## config.mk

```make
export PLATFORM = sky130hd
export DESIGN_NAME = fetch_stage
export DESIGN_NICKNAME = d
export VERILOG_FILES = /design/src/rtl/fetch_stage.sv
export SDC_FILE = /design/constraint.sdc
export NUM_CORES = 1
export LEC_CHECK = 0
export ABC_CLOCK_PERIOD_IN_PS = 2000
export BUFFER_PORTS_ARGS = -buffer_cell sky130_fd_sc_hd__buf_4
export CORE_MARGIN = 4
export CORE_UTILIZATION = 50
export DETAILED_ROUTE_END_ITERATION = 10
export GPL_TIMING_DRIVEN = 0
export PLACE_DENSITY = 0.87
export SLEW_MARGIN = 20
export SYNTH_ARGS = -nofsm -noshare
export SYNTH_HDL_FRONTEND = slang
export SYNTH_SLANG_ARGS = --single-unit
```

## constraint.sdc

```tcl
create_clock -name clk -period 2 [get_ports clk]
set_input_delay 0.4 -clock clk [delete_from_list [all_inputs] [get_ports clk]]
set_output_delay 0.4 -clock clk [all_outputs]
set_load 0.005 [all_outputs]
```

## src/rtl/fetch_stage.sv

```systemverilog
// Instruction fetch: a PC register feeding a 2-entry in-order buffer that tracks
// outstanding imem requests and presents completed words to decode.
`ifndef XLEN
`define XLEN 32
`endif
`ifndef INSTR_LEN
`define INSTR_LEN 32
`endif

module fetch_stage #(
  parameter logic [`XLEN-1:0] RESET_PC = 32'h0000_0000
) (
  input  logic                  clk,
  input  logic                  rst_n,
  output logic                  imem_req_valid,
  input  logic                  imem_req_ready,
  output logic [`XLEN-1:0]      imem_req_addr,
  input  logic                  imem_resp_valid,
  input  logic [`INSTR_LEN-1:0] imem_resp_data,
  input  logic                  redirect_valid,
  input  logic [`XLEN-1:0]      redirect_pc,
  output logic                  instr_valid,
  output logic [`INSTR_LEN-1:0] instr,
  output logic [`XLEN-1:0]      instr_pc,
  input  logic                  decode_ready
);
  localparam int                    XLEN    = `XLEN;
  localparam logic [XLEN-1:0]       PC_STEP = 4;
  localparam logic [`INSTR_LEN-1:0] NOP     = 32'h0000_0013;

  typedef enum logic [1:0] {EMPTY = 2'd0, PENDING = 2'd1, FULL = 2'd2} slot_st_e;

  logic [XLEN-1:0]       pc_q, pc_d;
  slot_st_e              st_q   [2];
  slot_st_e              st_d   [2];
  logic [XLEN-1:0]       spc_q  [2];
  logic [XLEN-1:0]       spc_d  [2];
  logic [`INSTR_LEN-1:0] sins_q [2];
  logic [`INSTR_LEN-1:0] sins_d [2];
  logic                  head_q, head_d, tail_q, tail_d;
  logic [1:0]            drop_q, drop_d;

  logic [1:0] occ, pend;
  logic       req_ok, req_fire, resp_slot, resp_hit;
  logic       unused_redirect_lsbs;

  assign unused_redirect_lsbs = ^redirect_pc[1:0];

  always_comb begin
    occ  = {1'b0, st_q[0] != EMPTY}   + {1'b0, st_q[1] != EMPTY};
    pend = {1'b0, st_q[0] == PENDING} + {1'b0, st_q[1] == PENDING};
    // Squashed-but-unanswered requests still count against the memory's capacity.
    req_ok         = ({1'b0, occ} + {1'b0, drop_q}) < 3'd2;
    imem_req_valid = rst_n & ~redirect_valid & req_ok;
    imem_req_addr  = pc_q;
    req_fire       = imem_req_valid & imem_req_ready;
    instr_valid    = rst_n & (st_q[head_q] == FULL);
    instr          = instr_valid ? sins_q[head_q] : NOP;
    instr_pc       = instr_valid ? spc_q[head_q] : '0;
    // FULL entries always precede PENDING ones, so the oldest PENDING is head or head+1.
    resp_slot      = (st_q[head_q] == PENDING) ? head_q : ~head_q;
    resp_hit       = imem_resp_valid & (drop_q == 2'd0) & (st_q[resp_slot] == PENDING);
  end

  always_comb begin
    pc_d   = pc_q;
    head_d = head_q;
    tail_d = tail_q;
    drop_d = drop_q;
    for (int i = 0; i < 2; i++) begin
      st_d[i]   = st_q[i];
      spc_d[i]  = spc_q[i];
      sins_d[i] = sins_q[i];
    end
    if (redirect_valid) begin
      pc_d   = {redirect_pc[XLEN-1:2], 2'b00};
      head_d = 1'b0;
      tail_d = 1'b0;
      drop_d = drop_q + pend - {1'b0, imem_resp_valid};
      for (int i = 0; i < 2; i++) st_d[i] = EMPTY;
    end else begin
      if (imem_resp_valid && drop_q != 2'd0) begin
        drop_d = drop_q - 2'd1;
      end else if (resp_hit) begin
        st_d[resp_slot]   = FULL;
        sins_d[resp_slot] = imem_resp_data;
      end
      if (instr_valid && decode_ready) begin
        st_d[head_q] = EMPTY;
        head_d       = ~head_q;
      end
      if (req_fire) begin
        st_d[tail_q]  = PENDING;
        spc_d[tail_q] = pc_q;
        pc_d          = pc_q + PC_STEP;
        tail_d        = ~tail_q;
      end
    end
  end

  always_ff @(posedge clk) begin
    if (!rst_n) begin
      pc_q   <= RESET_PC;
      head_q <= 1'b0;
      tail_q <= 1'b0;
      drop_q <= 2'd0;
      for (int i = 0; i < 2; i++) begin
        st_q[i]   <= EMPTY;
        spc_q[i]  <= '0;
        sins_q[i] <= '0;
      end
    end else begin
      pc_q   <= pc_d;
      head_q <= head_d;
      tail_q <= tail_d;
      drop_q <= drop_d;
      for (int i = 0; i < 2; i++) begin
        st_q[i]   <= st_d[i];
        spc_q[i]  <= spc_d[i];
        sins_q[i] <= sins_d[i];
      end
    end
  end
endmodule

```

## After elaboration in Yosys (flattened, before gate mapping)

Memory sizes are Yosys's and may differ from the RTL's. A register that Yosys moved wholly into a read port is not among the register bits.
Cells that the tools add are included.

- Memory bits (writable): 132
- Memories kept: 3
- Bits in registers: 36
- Output and inout port bits: 98
- Word-level logic and storage cells: 111
- Input port bits: 70

- $add $sub $neg: 7
- Eq/ne operators: 5
- Muxes and demuxes: 45
- Magnitude comparators: 7
- Bitwise operators: 27
- Reductions and logical operators: 12

Memory list:

| memory | depth | width | read ports | clocked after Yosys merged registers in | wr ports | line | RTL |
|---|---|---|---|---|---|---|---|
| sins_q | 2 | 32 | 3 | 1 | 2 | 38 | `` logic [`INSTR_LEN-1:0] sins_q [2]; `` |
| spc_q | 2 | 32 | 3 | 1 | 2 | 36 | `logic [XLEN-1:0] spc_q [2];` |
| st_q | 2 | 2 | 4 | 1 | 2 | 34 | `slot_st_e st_q [2];` |

Operators with widths:

| cell | count |
|---|---|
| 32-bit 2-to-1 mux | 10 |
| 64-bit 2-to-1 mux | 5 |
| 64-bit bitwise mux | 2 |
| 32-bit demux with 1-bit select | 2 |
| 32-bit by 3-bit adder with 32-bit output (second input constant) | 1 |
| 4-bit 2-to-1 mux | 7 |
| 2-bit 2-to-1 mux | 7 |
| 2-bit nonzero test | 5 |
| 1-bit 2-to-1 mux | 9 |
| 2-bit by 1-bit == test with 1-bit output (second input constant) | 4 |
| 1-bit AND | 6 |
| 2-bit demux with 1-bit select | 3 |
| 2-bit >= comparator (second input constant) | 3 |
| 2-bit by 1-bit less-than comparator with 1-bit output (second input constant) | 3 |
| 1-bit inverter with 2-bit output | 3 |
| 1-bit OR | 6 |
| 1-bit logical AND | 5 |
| 1-bit by 1-bit adder with 2-bit output | 2 |
| 2-bit AND | 2 |
| 4-bit AND | 1 |
| 1-bit inverter | 4 |
| 2-bit inverter | 2 |
| 4-bit inverter | 1 |
| 2-bit OR | 2 |
| 8 further kinds | 8 |

## Depth between registers and ports, before layout

Gate-level depths: netlist (run 1).

- Depth after elaboration: 19
- Gate-level depth with buffers: 9
- Mapped depth without buffers: 9

## Least setup slack after synthesis (run 1)

OpenSTA, ideal clock, no wires.

- Kind: reg2reg
- Start point: memory st_q[0][0] (netlist name)
- End point: memory spc_q[1][10] (netlist name)
- Period minus slack after synthesis: 2.029 ns
- Required time: 1.884 ns
- Arrival time: 1.913 ns
- Buffers on the path: 2
- Stages on the path, launching flop included: 10
- Setup time: 0.116 ns
- Path slack: -0.029 ns
- Path through: dfxtp_1 > or2_2 > ha_1 > nor3b_4 > and2_1 > buf_2 > nand3_2 > buf_4 > mux2i_1 > nor2b_1

RTL lines:

| element | line |
|---|---|
| from (decl) | 34 |
| to (decl) | 36 |

==> results.py, run 1 <==
metrics = {
    "clocking": {
        "worst_setup_hold_path_clk_slew_ns": 0.07,
        "htree_num_levels": 4,
        "cts_inserted_buffers": 17,
        "cts_buffer_depth": 2,
        "root_buffer": "sky130_fd_sc_hd__clkbuf_16",
        "cts_tree": "yes",
        "tritoncts_num_sinks": 163,
        "clock_latency_ns": 0.43,
    },
    "timing": {
        "rsz0062_at_grt": "yes",
        "min_period_ns": 2.33,
        "finalSetupViolations": 145,
        "finalCritPeriodShare": 1.17,
        "max_freq_mhz": 429,
        "report.final.slew_viol_count": 0,
        "final.setup.tns_ns": -16.34,
        "post-route-worst-setup-slack_ns": -0.333,
        "hold_viol_final": 0,
        "timing_worst_slew_pin_value_ns": 0.715,
        "slew_headroom": 0.523,
        "worst_clock_skew_ns": 0.0121,
    },
    "detailed_routing": {
        "wl_per_cell_um": 21.4,
        "detail_route.wirelength_um": 29000,
        "route.vias.total": 7925,
        "drtAntennaViolNets": 0,
        "detail_route.drc_violations": 0,
        "drt_iter0_markers": 717,
        "route.detailed.vias_per_inst": 5.86,
        "firstDrtPassIters": 5,
    },
    "floorplanning": {
        "dieWidth_um": 135,
        "area_of_the_core_mm2": 0.0158,
        "design.portCount": 168,
        "start_util": 0.509,
        "die_height_um": 135,
        "die_area_mm2": 0.0182,
        "number_of_standard_cell_rows_in_the_floorplan": 46,
    },
    "cells_and_area": {
        "final_net_count": 1201,
        "layout-drive-gt1-share": 0.387,
        "area_delta_synth_final_pct": 49.2,
        "diodes": 0,
    },
    "setup_path": {
        "slack_of_the_worst_reg_to_reg_path_ns": -0.33,
        "worstSetupEndpointType": "flip-flop",
        "worstSetupPathType": "flip-flop to flip-flop",
        "critical_path.startpoint_type": "flip-flop",
        "timing.critical_path.slowest_cell_delay_ns": 0.39,
        "worst_path_max_delay_cell": "sky130_fd_sc_hd__nor4_4",
        "path_delay_family": "simple AND/OR/NAND/NOR gates",
        "number_of_buffer_and_inverter_instances_along_the_worst_setup_path": 1,
        "worst-endpoint-arrival_ns": 2.60,
        "required_ns": 2.27,
        "timing.critical_path.cells": "or2_4, ha_4, nor3b_4, buf_4, nand2_2, nor4_4, xnor2_1, a21oi_1",
        "crit_path_max_fanout": 7,
    },
    "min_path": {
        "worst_hold_path_class": "input pin to flip-flop",
    },
    "yosys": {
        "synthesis.instances": 911,
        "yosys_warnings": 0,
        "synth-async-reset-ratio": 0,
        "synth-edff-count": 0,
        "synth.distinct_cells": 55,
        "netlist.top_cell.by_area": "sky130_fd_sc_hd__dfxtp_1",
        "ys_ff_latch": 163,
        "synth_area_leaders": "sky130_fd_sc_hd__dfxtp_1 40%, sky130_fd_sc_hd__mux2i_1 20%, sky130_fd_sc_hd__nand2_1 9.3%, sky130_fd_sc_hd__nor2_1 3.3%, sky130_fd_sc_hd__a21boi_1 2.7%",
        "synth_commonest_cells": "199 x sky130_fd_sc_hd__nand2_1, 163 x sky130_fd_sc_hd__dfxtp_1, 158 x sky130_fd_sc_hd__mux2i_1",
        "yosysMostFrequentCell": "sky130_fd_sc_hd__nand2_1",
        "synthFlopType": "sky130_fd_sc_hd__dfxtp_1",
        "synthesis.area_per_instance_um2": 8.85,
        "post-synth-top-area-fraction": 0.405,
        "netlist_area_mm2": 0.00806,
        "synth.yosys.seq_area_share": 0.405,
    },
    "global_route": {
        "grt_overflow": 0,
        "antenna_violations_before_repair": 0,
        "grt_start_max_net_pins": 17,
        "grt_first_pass_wirelength_um": 39600,
        "groute.usage.overall": 0.273,
        "first_global_vias": 7643,
    },
    "pwr": {
        "static_leak_uw": 0.00443,
        "power_uw": 7720,
        "vdd_drop_max_v": 0.000611,
        "cellPowerDensity_mw_per_mm2": 642,
    },
    "placement": {
        "port_buffers": 161,
        "post-dp-hpwl_um": 15600,
        "global_placer_s_final_weighted_congestion": 0.877,
    },
    "outcome": {
        "failed_checks": "negative setup slack",
        "status": "finished with violations",
    },
    "flow_run": {
        "cap_violations": 0,
    },
}
power by group:
part	total, µW	switching, µW	leakage, µW	internal [µW]
clock network	3300	1350	0.000265	1950
logic	966	514	0.00284	452
registers	3450	133	0.00133	3320
total	7720	2000	0.00443	5720
area by class of cell:
class,count,area (µm²)
Fill cell,925,3800
Multi-Input combinational cell,668,5340
Clock inverter,9,134
Sequential cell,163,3280
Clock buffer,21,440
Tap cell,216,270
Timing Repair Buffer,199,1910
Inverter,10,45.0
Buffer,67,618
sequential cells by signal (all words and copies together) (netlist names), named ones only:
signal	flops
st_q	4
drop_q	2
head_q	1
imem_req_addr	30
tail_q	1
sins_q	64
spc_q	60
through the flow:
step / utilization / instance area, µm² / setup WS, ns / std cells / hold WS, ns
after global placement: 0.604 / 9550 / -0.401 / 1291 / 0.439
after detailed placement: 0.604 / 9550 / -0.489 / 1291 / 0.446
after CTS: 0.712 / 11300 / -0.156 / 1343 / 0.240
final: 0.760 / 12000 / -0.333 / 1353 / 0.248
after floorplan: - / 8070 / -0.0109 / 914 / 0.434
after global routing: 0.760 / 12000 / -0.436 / 1353 / 0.259
path summary, 6_finish.rpt:
check	end	cells after the start	start
max	imem_req_addr[24]$_SDFFE_PN0P_	8	st_q[0][1]$_SDFF_PP0_
min	imem_req_addr[10]$_SDFFE_PN0P_	3	redirect_pc[10]
max reg2reg	imem_req_addr[24]$_SDFFE_PN0P_	8	st_q[0][1]$_SDFF_PP0_
min reg2reg	sins_q[0][28]$_SDFFE_PN0P_	2	sins_q[0][28]$_SDFFE_PN0P_
cell usage in the layout (no fill, tap or decap), drive strengths merged, types with 8 or more instances in the layout:
master	count
inv	10
buf	226
dfxtp	163
nand2	199
nor2	72
mux2i	158
nor3	9
o2bb2ai	10
a21oi	19
nor2b	33
xnor2	24
nand4	12
nand3	10
xor2	8
nor4	12
o21ai	32
a21boi	31
clkbuf	61
per-layer routing:
| metal | GRT usage | vias to the layer above | wire [µm] |
|---|---|---|---|
| met2 | 0.458 | 534 | 14100 |
| met5 | 0 | - | 0 |
| li1 | - | 3504 | - |
| met4 | 0.123 | 0 | 1650 |
| met3 | 0.0626 | 147 | 2520 |
| met1 | 0.335 | 3740 | 10700 |
kinds of logic (layout without fill, tap and decap cells):
group / count (synthesis) / count (layout) / share of synthesized area
flip-flops: 163 / 163 / 0.405
other: 1 / 4 / 0.000465
adder cells (fa/ha/maj): 5 / 5 / 0.00869
multiplexers: 158 / 158 / 0.196
AO/OA/AOI/OAI: 101 / 101 / 0.0830
AND/OR/NAND/NOR: 368 / 368 / 0.222
XOR/XNOR: 32 / 32 / 0.0348
buffers and inverters: 83 / 306 / 0.0495
worst reg2reg max path, cell delays in order, from the launching register on:
cell and delay (ns):
sky130_fd_sc_hd__dfxtp_4 0.35, sky130_fd_sc_hd__or2_4 0.25, sky130_fd_sc_hd__ha_4 0.18, sky130_fd_sc_hd__nor3b_4 0.28
sky130_fd_sc_hd__buf_4 0.18, sky130_fd_sc_hd__nand2_2 0.22, sky130_fd_sc_hd__nor4_4 0.40, sky130_fd_sc_hd__xnor2_1 0.18
sky130_fd_sc_hd__a21oi_1 0.13
repair_timing:
action                     4_1_cts  5_1_grt
gates cloned                     7        6
setup endpoints to repair      149      182
buffers inserted                15       14
pin swaps                       28       96
gates resized for setup        209      195
hold buffers                     0        0
No activity file was read; power rests on OpenSTA's default activity.
==> run 2: changes to the inputs <==
CORE_ASPECT_RATIO = 1.5   (was not set)
SKIP_CTS_REPAIR_TIMING = 1   (was not set)
==> run 2 against run 1 <==
Against the previous run: the flow still finishes with violations (negative setup slack); critical endpoint is now spc_q[1][9]$_SDFFE_PN0P_; first-iteration DRC count decreased by 25%; fmax up 3.6%; register-to-register slack gained 0.08 ns; clock-buffer cell count is 4 lower; critical path type unchanged; non-clock buffer count fell by 19; critical path depth increased by 1.
==> results.py, run 2 (same netlist as run 1, synthesis figures left out) <==
metrics = {
    "outcome": {
        "status": "finished with violations",
        "failed_checks": "negative setup slack",
    },
    "timing": {
        "worst_clock_skew_ns": 0.00986,
        "slew_headroom": 0.495,
        "finalSetupViolations": 143,
        "timing_worst_slew_pin_value_ns": 0.751,
        "min_period_ns": 2.25,
        "report.final.slew_viol_count": 0,
        "rsz0062_at_grt": "yes",
        "post-route-worst-setup-slack_ns": -0.251,
        "final.hold.worst_slack_ns": 0.245,
        "finalCritPeriodShare": 1.13,
        "final.setup.tns_ns": -15.52,
        "max_freq_mhz": 444,
        "hold_viol_final": 0,
    },
    "pwr": {
        "cellPowerDensity_mw_per_mm2": 723,
        "vdd_drop_max_v": 0.000555,
        "static_leak_uw": 0.00409,
    },
    "min_path": {
        "worst_hold_path_class": "input pin to flip-flop",
        "holdPathEnd": "imem_req_addr[9]$_SDFFE_PN0P_",
        "hold_path_depth": 3,
        "worstHoldStart": "redirect_pc[9]",
    },
    "setup_path": {
        "timing.critical_path.cells": "or2_4, ha_4, nor3b_4, and2_4, buf_8, nand3_4, buf_12, mux2i_1, nor2b_1",
        "path_delay_family": "simple AND/OR/NAND/NOR gates",
        "timing.critical_path.slowest_cell_delay_ns": 0.34,
        "worst_path_max_delay_cell": "sky130_fd_sc_hd__dfxtp_2",
        "required_ns": 2.32,
        "worst-endpoint-arrival_ns": 2.57,
        "number_of_buffer_and_inverter_instances_along_the_worst_setup_path": 2,
        "critical_path.startpoint_type": "flip-flop",
        "worstReg2RegStart": "st_q[0][1]$_SDFF_PP0_",
        "worstSetupPathType": "flip-flop to flip-flop",
        "critical_path.reg2reg.endpoint": "spc_q[1][9]$_SDFFE_PN0P_",
        "slack_of_the_worst_reg_to_reg_path_ns": -0.25,
        "crit_path_max_fanout": 8,
        "timing.reg2reg.worst_path_depth": 9,
        "worstSetupEndpointType": "flip-flop",
    },
    "cells_and_area": {
        "flip_flop_count_of_the_largest_register_after_layout": 64,
        "diodes": 0,
        "most-common-layout-cells": "197 x sky130_fd_sc_hd__nand2_1, 189 x sky130_fd_sc_hd__buf_4, 156 x sky130_fd_sc_hd__dfxtp_1",
        "layout.cells.most_common": "sky130_fd_sc_hd__nand2_1",
        "max_flop_register": "sins_q",
        "area_delta_synth_final_pct": 32.8,
        "layout-drive-gt1-share": 0.296,
        "final_net_count": 1182,
        "fillers": 1158,
    },
    "floorplanning": {
        "number_of_standard_cell_rows_in_the_floorplan": 56,
        "area_of_the_core_mm2": 0.0158,
        "die_height_um": 164,
        "design.portCount": 168,
        "die_area_mm2": 0.0183,
        "start_util": 0.511,
        "dieWidth_um": 112,
    },
    "detailed_routing": {
        "route.vias.total": 7365,
        "route.detailed.vias_per_inst": 5.57,
        "wl_per_cell_um": 18.4,
        "detail_route.wirelength_um": 24300,
        "drtAntennaViolNets": 0,
        "detail_route.drc_violations": 0,
        "drt_iter0_markers": 540,
        "firstDrtPassIters": 5,
    },
    "clocking": {
        "clock_latency_ns": 0.43,
        "cts_buffer_depth": 2,
        "worst_setup_hold_path_clk_slew_ns": 0.07,
        "tritoncts_num_sinks": 163,
        "htree_num_levels": 4,
        "cts_tree": "yes",
        "root_buffer": "sky130_fd_sc_hd__clkbuf_16",
        "cts_inserted_buffers": 17,
    },
    "global_route": {
        "grt_overflow": 0,
        "groute.usage.overall": 0.238,
        "grt_start_max_net_pins": 17,
        "grt_first_pass_wirelength_um": 35400,
        "antenna_violations_before_repair": 0,
        "first_global_vias": 7284,
    },
    "placement": {
        "post-dp-hpwl_um": 16400,
        "port_buffers": 161,
        "global_placer_s_final_weighted_congestion": 0.853,
    },
    "flow_run": {
        "cap_violations": 0,
    },
}
-- run 2: power breakdown --
group | internal [µW] | switching [µW]
combinational | 402 | 430
clock | 2000 | 1460
sequential | 3320 | 120
-- run 2: per-layer routing --
| metal | vias to the layer above | track usage | wire, µm |
|---|---|---|---|
| li1 | 3457 | - | - |
| met1 | 3532 | 0.251 | 8890 |
| met2 | 302 | 0.446 | 13000 |
| met3 | 74 | 0.0474 | 1470 |
| met4 | 0 | 0.115 | 935 |
| met5 | - | 0 | 0 |
-- run 2: stage by stage --
step	area [µm²]	power, µW	utilization	setup slack [ns]	cells
floorplan	8070	3880	-	-0.0109	914
global placement	9540	4190	0.605	-0.394	1278
detailed placement	9540	4210	0.605	-0.453	1278
CTS	10200	7590	0.644	-0.691	1310
global route	10700	7930	0.679	-0.287	1323
finish	10700	7730	0.679	-0.251	1323
-- run 2: final cells by class --
class	count	area [µm²]	share of cell area
multi-input combinational	668	4640	0.433
sequential	163	3280	0.306
timing repair buffer	176	1340	0.125
buffer	71	534	0.0499
clock buffer	17	425	0.0397
tap	203	254	0.0237
clock inverter	15	196	0.0184
inverter	10	37.5	0.00351
-- run 2: how the worst max path moves through the flow --
stage | from | endpoint | slack [ns] | depth (start not counted)
5_1_grt | st_q[0][1]$_SDFF_PP0_ | spc_q[1][9]$_SDFFE_PN0P_ | -0.29 | 9
4_1_cts | st_q[1][0]$_SDFF_PP0_ | instr_pc[28] | -0.69 | 5
6_report | st_q[0][1]$_SDFF_PP0_ | spc_q[1][9]$_SDFFE_PN0P_ | -0.25 | 9
3_3_place_gp | st_q[0][0]$_SDFF_PP0_ | spc_q[0][26]$_SDFFE_PN0P_ | -0.39 | 8
3_5_place_dp | st_q[0][0]$_SDFF_PP0_ | spc_q[0][23]$_SDFFE_PN0P_ | -0.45 | 8
2_1_floorplan | st_q[0][0]$_SDFF_PP0_ | spc_q[1][10]$_SDFFE_PN0P_ | -0.01 | 9
-- run 2: worst reg2reg max path, delay by kind of cell (launching register included) --
kind / cells / cell delay (ns)
adder cells (fa/ha/maj): 1 / 0.18
buffers and inverters: 2 / 0.37
flip-flops: 1 / 0.34
multiplexers: 1 / 0.21
AND/OR/NAND/NOR: 5 / 1.04
